==> src/rtl/cart_ram_pkg.sv <==
// Shared definitions for the cartridge RAM download writer and upload reader paths.
// Both paths take their file index from here so they always agree.
package cart_ram_pkg;

    localparam int         MEM_AW_DEF       = 11;
    localparam int         MEM_SIZE_DEF     = 2048;
    localparam logic [7:0] FILL_DEF         = 8'hFF;

    // The cartridge image is downloaded and uploaded through the same menu slot.
    localparam logic [7:0] CART_INDEX       = 8'h01;
    localparam logic [7:0] DOWNLOAD_INDEX   = CART_INDEX;
    localparam logic [7:0] UPLOAD_INDEX_DEF = CART_INDEX;

    typedef enum logic [1:0] {
        ST_IDLE = 2'd0,
        ST_REQ  = 2'd1,
        ST_CAPT = 2'd2
    } fetch_state_e;

endpackage

==> src/rtl/cart_ram_uploader_if.sv <==
// Arbitrated byte-wide read port of the shared cartridge/work RAM.
// master = requester (uploader), slave = arbiter/RAM side.
interface cart_ram_uploader_if
    import cart_ram_pkg::*;
#(
    parameter int MEM_AW = MEM_AW_DEF
);

    logic              req;
    logic [MEM_AW-1:0] addr;
    logic              gnt;
    logic [7:0]        q;

    modport master (output req, output addr, input gnt, input q);
    modport slave  (input req, input addr, output gnt, output q);

endinterface

==> src/rtl/cart_ram_uploader.sv <==
// HPS ioctl upload responder: fetches each requested byte from the shared RAM
// read port, stalls hps_io while the fetch is pending, and keeps session statistics.
module cart_ram_uploader
    import cart_ram_pkg::*;
#(
    parameter int         MEM_AW       = MEM_AW_DEF,
    parameter int         MEM_SIZE     = MEM_SIZE_DEF,
    parameter logic [7:0] UPLOAD_INDEX = UPLOAD_INDEX_DEF,
    parameter logic [7:0] FILL         = FILL_DEF
) (
    input  logic                clk_sys,
    input  logic                reset_n,

    input  logic                ioctl_upload,
    input  logic [7:0]          ioctl_index,
    input  logic                ioctl_rd,
    input  logic [24:0]         ioctl_addr,
    output logic [7:0]          ioctl_din,
    output logic                ioctl_wait,

    cart_ram_uploader_if.master mem,

    output logic                busy,
    output logic                done,
    output logic [24:0]         byte_count,
    output logic [7:0]          checksum,
    output logic                proto_err
);

    fetch_state_e      r_state;
    fetch_state_e      w_state_nxt;

    logic              r_active_d;
    logic              r_done;
    logic              r_proto_err;
    logic [7:0]        r_din;
    logic [7:0]        r_checksum;
    logic [24:0]       r_byte_count;
    logic [MEM_AW-1:0] r_mem_addr;

    logic              w_active;
    logic              w_rise;
    logic              w_fall;
    logic              w_busy;
    logic              w_in_range;
    logic              w_start;
    logic              w_oor;
    logic              w_capt;
    logic              w_deliver;
    logic [7:0]        w_byte;
    logic [24:0]       w_count_base;
    logic [7:0]        w_sum_base;

    assign w_active   = ioctl_upload && (ioctl_index == UPLOAD_INDEX);
    assign w_rise     = w_active && !r_active_d;
    assign w_fall     = !w_active && r_active_d;
    assign w_busy     = (r_state != ST_IDLE);
    assign w_in_range = (ioctl_addr < 25'(MEM_SIZE));

    assign w_start    = (r_state == ST_IDLE) && ioctl_rd && w_active && w_in_range;
    assign w_oor      = (r_state == ST_IDLE) && ioctl_rd && w_active && !w_in_range;
    // A session ending in the capture cycle aborts the byte rather than counting it.
    assign w_capt     = (r_state == ST_CAPT) && !w_fall;
    assign w_deliver  = w_oor || w_capt;
    assign w_byte     = w_capt ? mem.q : FILL;

    assign w_count_base = w_rise ? '0 : r_byte_count;
    assign w_sum_base   = w_rise ? '0 : r_checksum;

    always_comb begin
        w_state_nxt = r_state;
        case (r_state)
            ST_IDLE: if (w_start)  w_state_nxt = ST_REQ;
            ST_REQ:  if (mem.gnt)  w_state_nxt = ST_CAPT;
            ST_CAPT:               w_state_nxt = ST_IDLE;
            default:               w_state_nxt = ST_IDLE;
        endcase
        if (w_fall) w_state_nxt = ST_IDLE;
    end

    // NOTE: reset is sampled inside the clocked block, so it only takes effect on an edge.
    always_ff @(posedge clk_sys) begin
        if (!reset_n) r_state <= ST_IDLE;
        else          r_state <= w_state_nxt;
    end

    // NOTE: all state below uses non-blocking assignments so every register sees pre-edge values.
    always_ff @(posedge clk_sys) begin
        if (!reset_n) begin
            r_active_d   <= 1'b0;
            r_done       <= 1'b0;
            r_proto_err  <= 1'b0;
            r_din        <= FILL;
            r_checksum   <= '0;
            r_byte_count <= '0;
            r_mem_addr   <= '0;
        end else begin
            r_active_d  <= w_active;
            r_done      <= w_fall;
            r_proto_err <= (w_rise ? 1'b0 : r_proto_err) | (ioctl_rd && w_busy);

            if (w_deliver) begin
                r_din        <= w_byte;
                r_byte_count <= w_count_base + 25'd1;
                r_checksum   <= w_sum_base + w_byte;
            end else begin
                r_byte_count <= w_count_base;
                r_checksum   <= w_sum_base;
            end

            if (w_start) r_mem_addr <= ioctl_addr[MEM_AW-1:0];
        end
    end

    assign mem.req    = (r_state == ST_REQ);
    assign mem.addr   = r_mem_addr;
    assign ioctl_wait = w_busy;
    assign ioctl_din  = r_din;
    assign busy       = w_busy;
    assign done       = r_done;
    assign byte_count = r_byte_count;
    assign checksum   = r_checksum;
    assign proto_err  = r_proto_err;

endmodule

==> src/flat_wrapper.sv <==
// flat-port wrapper written by rule: the top's interface ports become plain ports
module cart_ram_uploader_flat import cart_ram_pkg::*;
#(
    parameter int         MEM_AW       = MEM_AW_DEF,
    parameter int         MEM_SIZE     = MEM_SIZE_DEF,
    parameter logic [7:0] UPLOAD_INDEX = UPLOAD_INDEX_DEF,
    parameter logic [7:0] FILL         = FILL_DEF
)
  (clk_sys, reset_n, ioctl_upload, ioctl_index, ioctl_rd, ioctl_addr, ioctl_din, ioctl_wait, busy, done, byte_count, checksum, proto_err, mem_req, mem_addr, mem_gnt, mem_q);
  cart_ram_uploader_if #(.MEM_AW(MEM_AW)) mem_i ();
  input  logic clk_sys;
  input  logic reset_n;
  input  logic ioctl_upload;
  input  logic [7:0] ioctl_index;
  input  logic ioctl_rd;
  input  logic [24:0] ioctl_addr;
  output logic [7:0] ioctl_din;
  output logic ioctl_wait;
  output logic busy;
  output logic done;
  output logic [24:0] byte_count;
  output logic [7:0] checksum;
  output logic proto_err;
  output wire logic [$bits(mem_i.req)-1:0] mem_req;
  output wire logic [$bits(mem_i.addr)-1:0] mem_addr;
  input wire logic [$bits(mem_i.gnt)-1:0] mem_gnt;
  input wire logic [$bits(mem_i.q)-1:0] mem_q;
  assign mem_req = mem_i.req;
  assign mem_addr = mem_i.addr;
  assign mem_i.gnt = mem_gnt;
  assign mem_i.q = mem_q;
  cart_ram_uploader #(.MEM_AW(MEM_AW), .MEM_SIZE(MEM_SIZE), .UPLOAD_INDEX(UPLOAD_INDEX), .FILL(FILL)) u_core (.clk_sys(clk_sys), .reset_n(reset_n), .ioctl_upload(ioctl_upload), .ioctl_index(ioctl_index), .ioctl_rd(ioctl_rd), .ioctl_addr(ioctl_addr), .ioctl_din(ioctl_din), .ioctl_wait(ioctl_wait), .mem(mem_i), .busy(busy), .done(done), .byte_count(byte_count), .checksum(checksum), .proto_err(proto_err));
endmodule
==> config.mk <==
export PLATFORM = sky130hd
export DESIGN_NAME = cart_ram_uploader_flat
export DESIGN_NICKNAME = d
export VERILOG_FILES = /design/src/rtl/cart_ram_pkg.sv /design/src/rtl/cart_ram_uploader_if.sv /design/src/rtl/cart_ram_uploader.sv /design/src/flat_wrapper.sv
export SDC_FILE = /design/constraint.sdc
export NUM_CORES = 1
export LEC_CHECK = 0
export ABC_CLOCK_PERIOD_IN_PS = 9350
export CAP_MARGIN = 5
export CORE_ASPECT_RATIO = 0.9
export CORE_UTILIZATION = 50
export CTS_BUF_LIST = sky130_fd_sc_hd__clkbuf_8
export DETAILED_ROUTE_END_ITERATION = 10
export PLACE_DENSITY = 0.93
export SLEW_MARGIN = 20
export SYNTH_ARGS = -nofsm -noshare
export SYNTH_HDL_FRONTEND = slang
export SYNTH_SLANG_ARGS = --single-unit
==> constraint.sdc <==
create_clock -name clk_sys -period 9.35 [get_ports clk_sys]
set_input_delay 1.4025 -clock clk_sys [delete_from_list [all_inputs] [get_ports clk_sys]]
set_output_delay 1.4025 -clock clk_sys [all_outputs]
set_load 0.03 [all_outputs]
==> results of run 1 <==
## cells in the final DEF (no fill, tap or decap), drive strengths merged, types with 5 or more instances in the layout
cell type	synthesis	routed
nand3	12	12
clkbuf	11	11
o2111ai	7	7
nor2	40	40
inv	8	8
xnor2	11	11
mux2i	12	12
clkdlybuf4s50	0	102
and4	5	5
ha	8	8
dfxtp	57	57
a21oi	21	21
and2	10	10
nand2b	11	11
o21ai	15	15
xor2	8	8
nand2	44	44
## per-layer routing
layer  GRT usage (%)  vias up  share of wire (%)
met4           11.51        0                2.9
met5               0        -                  0
met2           48.06      188                 48
met1           33.59     1368                 39
met3           9.565       39                 10
li1                -     1355                  -
## flip-flops by register name, summed over array words and instances, names as in the netlist
register	cells
u_core.ioctl_din	8
u_core.proto_err	1
u_core.checksum	8
u_core.r_active_d	1
u_core.byte_count	25
u_core.mem.addr	11
u_core.r_state	2
u_core.done	1
## final cells by class
| cell class | instances | area share (%) |
|---|---|---|
| inverter | 8 | 0.7222 |
| tap | 67 | 2.016 |
| clock inverter | 5 | 3.009 |
| timing repair buffer | 102 | 24.56 |
| sequential | 57 | 27.44 |
| clock buffer | 11 | 3.641 |
| multi-input combinational | 250 | 38.61 |
## through the flow
step           hold slack [ps]  std cells  util (%)
3_3_place_gp             456.7        484     72.56
5_1_grt                  493.9        500     77.73
4_1_cts                  469.6        500     77.73
2_1_floorplan            502.9        330         -
6_report                 468.7        500     77.73
3_5_place_dp             461.6        484     72.56
## worst paths after layout
path              slack, ps  cells past startpoint            endpoint
setup / recovery       4300                     12  u_core.checksum[7]
hold / removal          470                      2    u_core.proto_err
setup reg to reg       5820                     11  u_core.checksum[7]
hold reg to reg         470                      2    u_core.proto_err
## power breakdown
group | leakage (nW) | switching (mW) | total [mW] | internal [mW]
combinational | 0.967 | 0.00948 | 0.0279 | 0.0184
sequential | 0.459 | 0.0000430 | 0.243 | 0.243
clock | 0.140 | 0.102 | 0.320 | 0.218
total | 1.57 | 0.111 | 0.590 | 0.479
## cells by family after synthesis
kind of cell / after synthesis / synth area share [%]
AO/OA/AOI/OAI: 67 / 16.66
XOR/XNOR: 19 / 5.862
AND/OR/NAND/NOR: 143 / 25.56
flip-flops: 57 / 40.19
buffers and inverters: 23 / 3.261
adder cells (fa/ha/maj): 9 / 4.231
multiplexers: 12 / 4.231
## tightest hold or removal path, cell delays in order, from the launching register on
cell and delay [ps]:
dfxtp_1 310, nand2_1 60, a21oi_1 50
==> flow_metrics.tcl, run 1 <==
set metrics [dict create \
    min_from "u_core.proto_err" \
    pin_count 103 \
    cts_hold_buffers 0 \
    grt_util_all_layers_pct 28.71 \
    post-route-period-util_pct 54.05 \
    drt-initial-drc-count 216 \
    synth_top_area_cell "dfxtp_1" \
    yosysUniqueCellTypes 48 \
    cts_resized 0 \
    yosys_warnings 0 \
    fmaxAchievable_mhz 197.9 \
    clock_latency_ps 340 \
    gp_congestion 0.8838 \
    cap_viol_max_count 0 \
    rsz0062_at_grt "no" \
    power_density_nw_per_um2 142.0 \
    setup-violations-final 0 \
    cts_setup_buffers 0 \
    multi_input_area_sq_um 1605 \
    grt_max_degree 29 \
    ir_drop_v 0.0001101 \
    detail_route.wl_per_cell_microns 16.42 \
    skew_ps 4.108 \
    row_count 25 \
    grt_overflow 0 \
    synth_area_sq_um 2839 \
    final_area_sq_um 4158 \
    dieArea_sq_um 5984 \
    cts_htree_levels 3 \
    finalCriticalPeriod_ps 5053 \
    cts.sinks 57 \
    yosysTopAreaCellShare_pct 40.19 \
    detailedPlace.worstSlack_ps 4197 \
    post_dp_cell_area_sq_um 3881 \
    worst_pin_slew_ps 971.6 \
    antenna_found_initial 0 \
    synth-edff-count 0 \
    yosysMostFrequentCell "dfxtp_1" \
    max_stage_delay_ps 820 \
    numCtsBuffers 9 \
    postSynthCellCount 330 \
    startpoint_type "primary input" \
    worstSetupPathType "in2reg" \
    antenna_cells 0 \
    cp_top_family "simple AND/OR/NAND/NOR gates" \
    first_pass_iters 5 \
    layout-drive-gt1-share_pct 6.467 \
    finalPower_uw 590.4 \
    synth-seq-cells 57 \
    r2r-start "u_core.r_active_d" \
    routed_wl_microns 8212 \
    crit_start "ioctl_index[2]" \
    cts_root_buffer "clkbuf_8" \
    hold_viol 0 \
    fin_ws_ps 4297 \
    ys_dominant_reg_cell "dfxtp_1" \
    finalSetupTns_ps 0 \
    cp_num_buf_inv 2 \
    synthTopCellsByArea "dfxtp_1, nand2_1, nor2_1, mux2i_1, a21oi_1" \
    dr_total_vias 2950 \
    cp-end-kind "flip-flop" \
    cp_slowest_cell "nand4_1" \
    slew_viol_final 0 \
    clkTransAtPathRegs_ps 70 \
    grt_first_pass_wirelength_microns 12950 \
    path_cells "clkdlybuf4s50_1 > nor4_4 > nand4_1 > nand2_1 > inv_1 > ha_1 > a21oi_1 > o22ai_1 > o41ai_1 > xnor2_1 > a22oi_1 > mux2i_1" \
    fin_nets 483 \
    async_flop_share_pct 0 \
    regArea_sq_um 1141 \
    synth.avg_cell_area_sq_um 8.603 \
    drtAntennaViolNets 0 \
    leakage_nw 1.566 \
    slew-limit-headroom_pct 35.04 \
    die_w_microns 81.43 \
    grt_pass1_vias 2833 \
    cp.required_ps 9620 \
    status "completed" \
    hold_path.class "reg2reg" \
    syn_nets 385 \
    viasPerCell 5.900 \
    syn2layout_area_growth_pct 46.45 \
    cts_tree "built" \
    die-height_microns 73.49 \
    core-area_sq_um 5349 \
    cts_buffer_depth 2 \
    io_buffers 102 \
    start_util_pct 53.08 \
    worstPathArrival_ps 5320 \
    synthTopCellsByCount "dfxtp_1, nand2_1, nor2_1" \
    cp_max_fo 23 \
    place_hpwl_microns 5633 \
    drc_errors 0 \
    ys_seq_area_share_pct 40.19 \
    n_fill_cell 329 \
]
Note: power is estimated with default switching activity, not from simulation.
==> inputs of run 2 (changes only) <==
- ABC_CLOCK_PERIOD_IN_PS: 9350 -> 4700
- CORE_UTILIZATION: 50 -> 46
- PLACE_DENSITY: 0.93 -> 0.87
- clock period: 9.35 -> 4.7 ns (I/O delays scaled with it)
==> run 2 against run 1 <==
The flow now finishes with violations (design-rule violations). Utilization is 6.8 points lower. Power is 80% higher. Cell count is 1.0% higher. Hold slack better by 12 ps. Register-to-register slack worse by 4100 ps. Critical path depth stayed put. Via count is 3.2% lower. Highest routed layer unchanged. Largest cell class unchanged. Sequential power is 99% higher.
==> flow_metrics.tcl, run 2 (synthesis results as in run 1) <==
set metrics [dict create \
    multi_input_area_sq_um 1605 \
    power_density_nw_per_um2 257.4 \
    skew_ps 5.996 \
    die_w_microns 84.81 \
    leakage_nw 1.552 \
    row_count 26 \
    cts_hold_buffers 0 \
    viasPerCell 5.655 \
    setup-violations-final 0 \
    drc_errors 2 \
    hold_path.class "reg2reg" \
    grt_first_pass_wirelength_microns 13470 \
    cap_viol_max_count 0 \
    drt-initial-drc-count 218 \
    drtAntennaViolNets 0 \
    grt_overflow 0 \
    worst_pin_slew_ps 696.5 \
    power.switching_uw 217.8 \
    status "finished, violations left" \
    post-route-period-util_pct 82.39 \
    finalCriticalPeriod_ps 3872 \
    switching_share_pct 20.49 \
    core-area_sq_um 5823 \
    cts.sinks 57 \
    place_hpwl_microns 5815 \
    cp-end-kind "flip-flop" \
    rsz0062_at_grt "no" \
    antenna_cells 0 \
    startpoint_type "primary input" \
    n_fill_cell 468 \
    max_stage_delay_ps 500 \
    cp_top_family "compound AO/OA/AOI/OAI gates" \
    regArea_sq_um 1141 \
    fmaxAchievable_mhz 258.3 \
    cp_num_buf_inv 1 \
    slew-limit-headroom_pct 53.42 \
    clock_latency_ps 340 \
    finalPower_mw 1.063 \
    routed_wl_microns 8157 \
    first_pass_iters 7 \
    cts_tree "built" \
    finalSetupTns_ps 0 \
    cp_max_fo 19 \
    layout-drive-gt1-share_pct 6.897 \
    comb_power_share_pct 5.3 \
    pwr-share-seq_pct 45.5 \
    ir_drop_v 0.0001877 \
    die-height_microns 76.53 \
    worstSetupPathType "in2reg" \
    cp.required_ps 4980 \
    gp_congestion 0.8705 \
    cell_internal_pwr_uw 844.9 \
    cts_setup_buffers 0 \
    clkTransAtPathRegs_ps 70 \
    mostFrequentLayoutCell "clkdlybuf4s50_1" \
    grt_max_degree 29 \
    fin_nets 485 \
    syn2layout_area_growth_pct 45.44 \
    grt_pass1_vias 2851 \
    numCtsBuffers 9 \
    dr_total_vias 2856 \
    dieArea_sq_um 6491 \
    cts_root_buffer "clkbuf_8" \
    violations "design-rule violations" \
    cts_htree_levels 3 \
    worstPathArrival_ps 4150 \
    p_clk_share_pct 49.2 \
    cp_slowest_cell "a21oi_4" \
    grt_util_all_layers_pct 26.66 \
    cts_buffer_depth 2 \
    antenna_found_initial 0 \
    pin_count 103 \
    slew_viol_final 0 \
    detail_route.wl_per_cell_microns 16.15 \
    path_cells "clkdlybuf4s50_1 > nor4_4 > nand3_4 > a21oi_4 > nand2b_1 > ha_1 > a21oi_1 > o22ai_1 > o41ai_1 > xnor2_1 > a22oi_1 > mux2i_1" \
    start_util_pct 48.75 \
    io_buffers 102 \
    hold_viol 0 \
    largest_register_ffs 25 \
    layout_common_cells "clkdlybuf4s50_1, dfxtp_1, nand2_1" \
    whs_ps 480.4 \
    cts_resized 0 \
]
[run 2: power by group through the flow]
stage | registers (mW) | clock network [mW] | logic [mW]
final | 0.483 | 0.523 | 0.0562
after global placement | 0.494 | 0 | 0.0551
after global routing | 0.483 | 0.550 | 0.0597
after floorplan | 0.494 | 0 | 0.0131
after detailed placement | 0.494 | 0 | 0.0560
after CTS | 0.483 | 0.531 | 0.0564
[run 2: metrics by stage]
stage,util [%],instance area (sq um),cells,setup WS (ps)
after global placement,66.97,3900,489,745.1
after CTS,70.91,4129,505,914.4
after detailed placement,66.97,3900,489,531.5
after global routing,70.91,4129,505,595.2
final,70.91,4129,505,827.8
after floorplan,-,2839,330,1349
[run 2: worst paths after layout]
| path | start | to | slack [ps] | depth (start not counted) |
|---|---|---|---|---|
| hold / removal | u_core.ioctl_din[2] | u_core.ioctl_din[2] | 480 | 2 |
| hold reg to reg | u_core.ioctl_din[2] | u_core.ioctl_din[2] | 480 | 2 |
| setup / recovery | ioctl_index[2] | u_core.checksum[7] | 830 | 12 |
| setup reg to reg | u_core.r_state[0] | u_core.checksum[7] | 1740 | 10 |
[run 2: cell type report]
cell class / instances / area share, %
Timing Repair Buffer: 104 / 25.09
Inverter: 8 / 0.7273
Multi-Input combinational cell: 250 / 38.88
Sequential cell: 57 / 27.64
Clock inverter: 5 / 1.879
Tap cell: 70 / 2.121
Clock buffer: 11 / 3.667
[run 2: worst reg2reg max path, stage by stage (launching register included)]
cell,delay [ps]
dfxtp_1,330
nand2b_1,200
a21oi_4,460
nand2b_1,200
ha_1,400
a21oi_1,200
o22ai_1,130
o41ai_1,470
xnor2_1,120
a22oi_1,190
mux2i_1,200
[run 2: per-layer routing]
layer / track usage, % / share of wire (%) / up-vias
li1: - / - / 1366
met1: 30.07 / 42 / 1366
met5: 0 / 0 / -
met2: 46.50 / 49 / 111
met3: 7.801 / 7.4 / 13
met4: 11.69 / 1.5 / 0
